## config.mk

```make
export PLATFORM = sky130hd
export DESIGN_NAME = fifo_wr_arbiter
export DESIGN_NICKNAME = d
export VERILOG_FILES = /design/src/rtl/fifo_ctrl_pkg.sv /design/src/rtl/fifo_wr_arbiter_rr_pick.sv /design/src/rtl/fifo_wr_arbiter.sv
export SDC_FILE = /design/constraint.sdc
export NUM_CORES = 1
export LEC_CHECK = 0
export CAP_MARGIN = 40
export CORE_MARGIN = 10
export CORE_UTILIZATION = 38
export DETAILED_ROUTE_END_ITERATION = 16
export MAX_ROUTING_LAYER = met4
export PLACE_DENSITY = 0.77
export SLEW_MARGIN = 25
export SYNTH_ARGS = -nofsm -noshare
export SYNTH_HDL_FRONTEND = slang
export SYNTH_SLANG_ARGS = --single-unit
```

## constraint.sdc

```tcl
create_clock -name clk -period 2 [get_ports clk]
set_input_delay 0.3 -clock clk [delete_from_list [all_inputs] [get_ports clk]]
set_output_delay 0.3 -clock clk [all_outputs]
set_load 0.05 [all_outputs]
```

## src/rtl/fifo_ctrl_pkg.sv

```systemverilog
// Shared types and helpers for the FIFO write-side arbiter.
package fifo_ctrl_pkg;

    typedef enum logic {
        IDLE = 1'b0,
        OWN  = 1'b1
    } arb_state_t;

    localparam int BEAT_CNT_W = 8;

    // Increment with wrap for index spaces that need not be a power of two.
    function automatic int unsigned next_idx(input int unsigned idx, input int unsigned n);
        return (idx + 1 >= n) ? 32'd0 : idx + 1;
    endfunction

endpackage

```

## src/rtl/fifo_wr_arbiter_rr_pick.sv

```systemverilog
// Combinational round-robin picker: first requester scanning upward from rr_ptr, with wrap.
module rr_pick
    import fifo_ctrl_pkg::*;
#(
    parameter int NUM_REQ = 4,
    parameter int ID_W    = $clog2(NUM_REQ)
) (
    input  logic [NUM_REQ-1:0] req,
    input  logic [ID_W-1:0]    rr_ptr,
    output logic               found,
    output logic [ID_W-1:0]    winner
);

    always_comb begin
        found  = 1'b0;
        winner = '0;
        for (int k = 0; k < NUM_REQ; k++) begin
            int idx;
            idx = int'(rr_ptr) + k;
            if (idx >= NUM_REQ) idx = idx - NUM_REQ;
            if (!found && req[idx]) begin
                found  = 1'b1;
                winner = idx[ID_W-1:0];
            end
        end
    end

endmodule

```

## src/rtl/fifo_wr_arbiter.sv

```systemverilog
// Round-robin, burst-bounded arbiter sharing one FIFO write port among NUM_REQ producers.
//   state | meaning
//   IDLE  | no owner; any request is granted at the next edge
//   OWN   | grant_id owns the port; its beats are written while the FIFO is not full
module fifo_wr_arbiter
    import fifo_ctrl_pkg::*;
#(
    parameter int NUM_REQ   = 4,
    parameter int DATASIZE  = 8,
    parameter int MAX_BURST = 4,
    parameter int ID_W      = $clog2(NUM_REQ)
) (
    input  logic                         clk,
    input  logic                         rst,
    input  logic [NUM_REQ-1:0]           req,
    input  logic [NUM_REQ*DATASIZE-1:0]  req_data,
    output logic [NUM_REQ-1:0]           ack,
    input  logic                         fifo_full,
    output logic                         fifo_w_en,
    output logic [DATASIZE-1:0]          fifo_data_in,
    output logic                         grant_valid,
    output logic [ID_W-1:0]              grant_id,
    output logic [BEAT_CNT_W-1:0]        beat_cnt
);

    arb_state_t            state, state_d;
    logic [ID_W-1:0]       gid_q, gid_d;
    logic [BEAT_CNT_W-1:0] bc_q, bc_d;
    logic [ID_W-1:0]       rr_ptr_q, rr_ptr_d;

    logic                  pick_found;
    logic [ID_W-1:0]       pick_winner;
    logic                  owner_req;
    logic                  accept;
    logic                  last_beat;
    logic                  rel;

    rr_pick #(
        .NUM_REQ (NUM_REQ),
        .ID_W    (ID_W)
    ) u_rr_pick (
        .req    (req),
        .rr_ptr (rr_ptr_q),
        .found  (pick_found),
        .winner (pick_winner)
    );

    always_comb begin
        owner_req    = 1'b0;
        fifo_data_in = '0;
        for (int i = 0; i < NUM_REQ; i++) begin
            if (gid_q == ID_W'(i)) begin
                owner_req    = req[i];
                fifo_data_in = req_data[i*DATASIZE +: DATASIZE];
            end
        end
    end

    assign accept    = (state == OWN) && owner_req && !fifo_full && !rst;
    assign last_beat = accept && (bc_q == BEAT_CNT_W'(MAX_BURST - 1));
    // A full FIFO stalls the owner without releasing it; only a dropped req or a full burst releases.
    assign rel       = (state == OWN) && (!owner_req || last_beat);

    always_comb begin
        ack = '0;
        for (int i = 0; i < NUM_REQ; i++) begin
            ack[i] = accept && (gid_q == ID_W'(i));
        end
    end

    assign fifo_w_en = accept;

    always_comb begin
        state_d  = state;
        gid_d    = gid_q;
        bc_d     = bc_q;
        rr_ptr_d = rr_ptr_q;
        case (state)
            IDLE: begin
                if (pick_found) begin
                    state_d  = OWN;
                    gid_d    = pick_winner;
                    bc_d     = '0;
                    rr_ptr_d = ID_W'(next_idx(32'(pick_winner), NUM_REQ));
                end
            end
            OWN: begin
                if (rel) begin
                    bc_d = '0;
                    if (pick_found) begin
                        gid_d    = pick_winner;
                        rr_ptr_d = ID_W'(next_idx(32'(pick_winner), NUM_REQ));
                    end else begin
                        state_d = IDLE;
                    end
                end else if (accept) begin
                    bc_d = bc_q + 1'b1;
                end
            end
            default: state_d = IDLE;
        endcase
    end

    always_ff @(posedge clk) begin
        if (rst) begin
            state    <= IDLE;
            gid_q    <= '0;
            bc_q     <= '0;
            rr_ptr_q <= '0;
        end else begin
            state    <= state_d;
            gid_q    <= gid_d;
            bc_q     <= bc_d;
            rr_ptr_q <= rr_ptr_d;
        end
    end

    assign grant_valid = (state == OWN);
    assign grant_id    = gid_q;
    assign beat_cnt    = bc_q;

endmodule
```

==> flow_summary_export.csv <==
group,metric,value,unit
synth,avgSynthCellArea,9.46,µm²
clock_network,cts_tree,"done",
placed_design,place_area,2000,µm²
timing,hold_viol_final,0,
power_and_ir_drop,pwr_density_cell,648,nW/µm²
final_layout,utilization,0.727,
timing,max-slew-margin-rel,0.652,
synth,synthArstFlopShare,0,
floorplanning,pin_count,63,
final_layout,design_area,2040,µm²
synth,synth_top_flop_cell,"dfxtp_1",
placed_design,dp_hpwl,3460,µm
placed_design,gp_congestion,0.854,
clock_network,cts_root_buf,"clkbuf_4",
clock_network,clockBufferDepth,2,
power_and_ir_drop,power,1.32,mW
power_and_ir_drop,p_switching,0.585,mW
clock_network,clkLatencyLatePin,0.27,ns
placed_design,dp.cells,227,
synth,yosys-top-cells-area,"dfxtp_1, mux4_2, mux4_1, a21oi_1, nor2_1",
global_routing,overflow,0,
clock_network,clock_sinks,13,
power_and_ir_drop,p_clk_frac,0.124,
global_routing,grt_util_met1,0.153,
global_routing,grt_pass1_wl,6450,µm
final_layout,final_common_cell,"clkdlybuf4s50_1",
clock_network,path_clk_slew,0.08,ns
detailed_routing,drc,0,
synth,synthesis.nets,159,
final_layout,syn2layout_area_growth,81.1,%
clock_network,cts_buffers,3,
timing,setup-violations-final,0,
final_layout,final_cell_mix,"clkdlybuf4s50_1, buf_4, nor2_1, a21oi_1, dfxtp_1",
floorplanning,die_w,74.4,µm
power_and_ir_drop,p_sw_frac,0.443,
placed_design,io_buffers,62,
floorplanning,coreArea,2810,µm²
detailed_routing,ant_nets,0,
synth,synth_area_leader_cell,"dfxtp_1",
timing,tightest_slew,0.520,ns
final_layout,fillerInstances,227,
timing,fin_worst_hold_slack,0.529,ns
floorplanning,die_h,74.4,µm
detailed_routing,wl_per_cell,17.8,µm
power_and_ir_drop,seqPwrFrac,0.260,
final_layout,diodes,0,
synth,ys_ff_latch,13,
power_and_ir_drop,combinationalPowerShare,0.616,
detailed_routing,vias,1318,
critical_path,required,1.70,ns
detailed_routing,vias_per_cell,5.68,
timing,rsz0062_at_grt,"yes",
critical_path,worstSetupPathType,"reg2out",
run_status,status,"finished, final reports clean",
critical_path,path_max_fanout,5,
detailed_routing,wirelength,4120,µm
timing,timing.fmax,0.506,GHz
critical_path,worst_ep_arrival_time,1.68,ns
timing,timing.setup.tns,0,ns
power_and_ir_drop,p_int,0.736,mW
synth,synth_cells,119,
final_layout,final_cells,232,
detailed_routing,dr.pass1.iters,4,
timing,worst_slack,0.0232,ns
critical_path,start_kind,"register",
global_routing,grt.total_usage,0.151,
timing,fin_crit,1.98,ns
critical_path,cp-end-kind,"primary output",
placed_design,place_ws,-0.137,ns
final_layout,nets,242,
global_routing,grt_pass1_vias,1350,
synth,synth_edf_count,0,
hold_path,hold_path.class,"reg2reg",
detailed_routing,drtIter0Drc,46,
global_routing,grt_max_degree,14,
floorplanning,fp-row-count,19,
global_routing,grt_use_met3,0.0412,
timing,slew_violations,0,
clock_network,cts_max_level,1,
synth,yosysWarnings,0,
global_routing,grt.busiest_layer,"met2",
floorplanning,die-area,5540,µm²
global_routing,antenna_found_initial,0,
floorplanning,initial_utilization,0.401,
final_layout,drive_gt1_frac,0.348,
synth,synth-seq-area-share,0.231,
power_and_ir_drop,p_leak,0.787,nW
timing,clock_skew,0.00169,ns
timing,period_share,0.988,
synth,syn_area,1130,µm²
job,drv_cap,0,
power_and_ir_drop,vdd_drop_max,0.502,mV
synth,yosysTopAreaCellShare,0.231,
synth,ys_types,45,
global_routing,grt_util_met2,0.279,
state kept, by name (all words and copies together), names as in the netlist, named ones only:
name	count
grant_id	2
beat_cnt	8
rr_ptr_q	1
grant_valid	1
synthesized netlist by cell type, types with 2 or more instances:
library cell / number
nor3_1: 3
a21o_1: 2
and3_1: 4
nand2_1: 7
nand3_1: 4
nor4_1: 2
a211oi_1: 2
nor3b_1: 4
clkbuf_1: 2
dfxtp_1: 13
buf_2: 4
nand2b_1: 3
inv_1: 4
mux4_1: 2
and4_1: 2
o21ai_0: 4
a311o_1: 2
mux4_2: 6
a31o_2: 2
a21oi_1: 10
nor2_1: 12
mux2i_2: 2
kinds of logic (layout without fill, tap and decap cells):
logic type,after synthesis,after routing,share of synthesized area
adder cells (fa/ha/maj),1,1,0.0111
AND/OR/NAND/NOR,49,49,0.252
flip-flops,13,13,0.231
multiplexers,11,11,0.201
buffers and inverters,11,93,0.0478
XOR/XNOR,1,1,0.00778
AO/OA/AOI/OAI,33,33,0.249
final timing paths:
kind	startpoint	slack, ns	depth (start not counted)	end
max	grant_id[0]	0.02	5	ack[0]
min	beat_cnt[0]	0.53	1	beat_cnt[0]
max reg2reg	beat_cnt[0]	0.17	6	register
min reg2reg	beat_cnt[0]	0.53	1	beat_cnt[0]
worst max-delay path, stage by stage, from the launching register on:
cell     delay [ns]
dfxtp_4        0.37
mux2i_2        0.16
o22a_1         0.25
nor3_4         0.20
nor3b_4        0.26
buf_12         0.16
power groups by stage:
stage / clock [mW] / sequential, mW / combinational [mW]
after floorplan: 0 / 0.355 / 0.529
after global routing: 0.178 / 0.349 / 0.867
after CTS: 0.168 / 0.341 / 0.821
after global placement: 0 / 0.347 / 0.789
after detailed placement: 0 / 0.351 / 0.808
final: 0.164 / 0.344 / 0.813
cell type report:
class / count / area (µm²) / area share
multi-input cells: 95 / 866 / 0.425
repair buffers: 85 / 815 / 0.399
flip-flops and latches: 13 / 279 / 0.137
well taps: 31 / 38.8 / 0.0190
clock buffers: 4 / 26.3 / 0.0129
inverters: 4 / 15.0 / 0.00736
repair_timing:
item,CTS,global route
pin swaps,2,0
cloned,0,0
hold buffers,0,0
buffers inserted,2,0
endpoints found under the setup margin,6,5
resized for setup,7,1
metal layers:
metal,wire length (µm),vias up,share of wire
li1,-,631,-
met1,1570,632,0.38
met5,0,-,0
met2,2160,49,0.52
met4,55,0,0.013
met3,344,6,0.083
(Power assumes the default switching activity.)
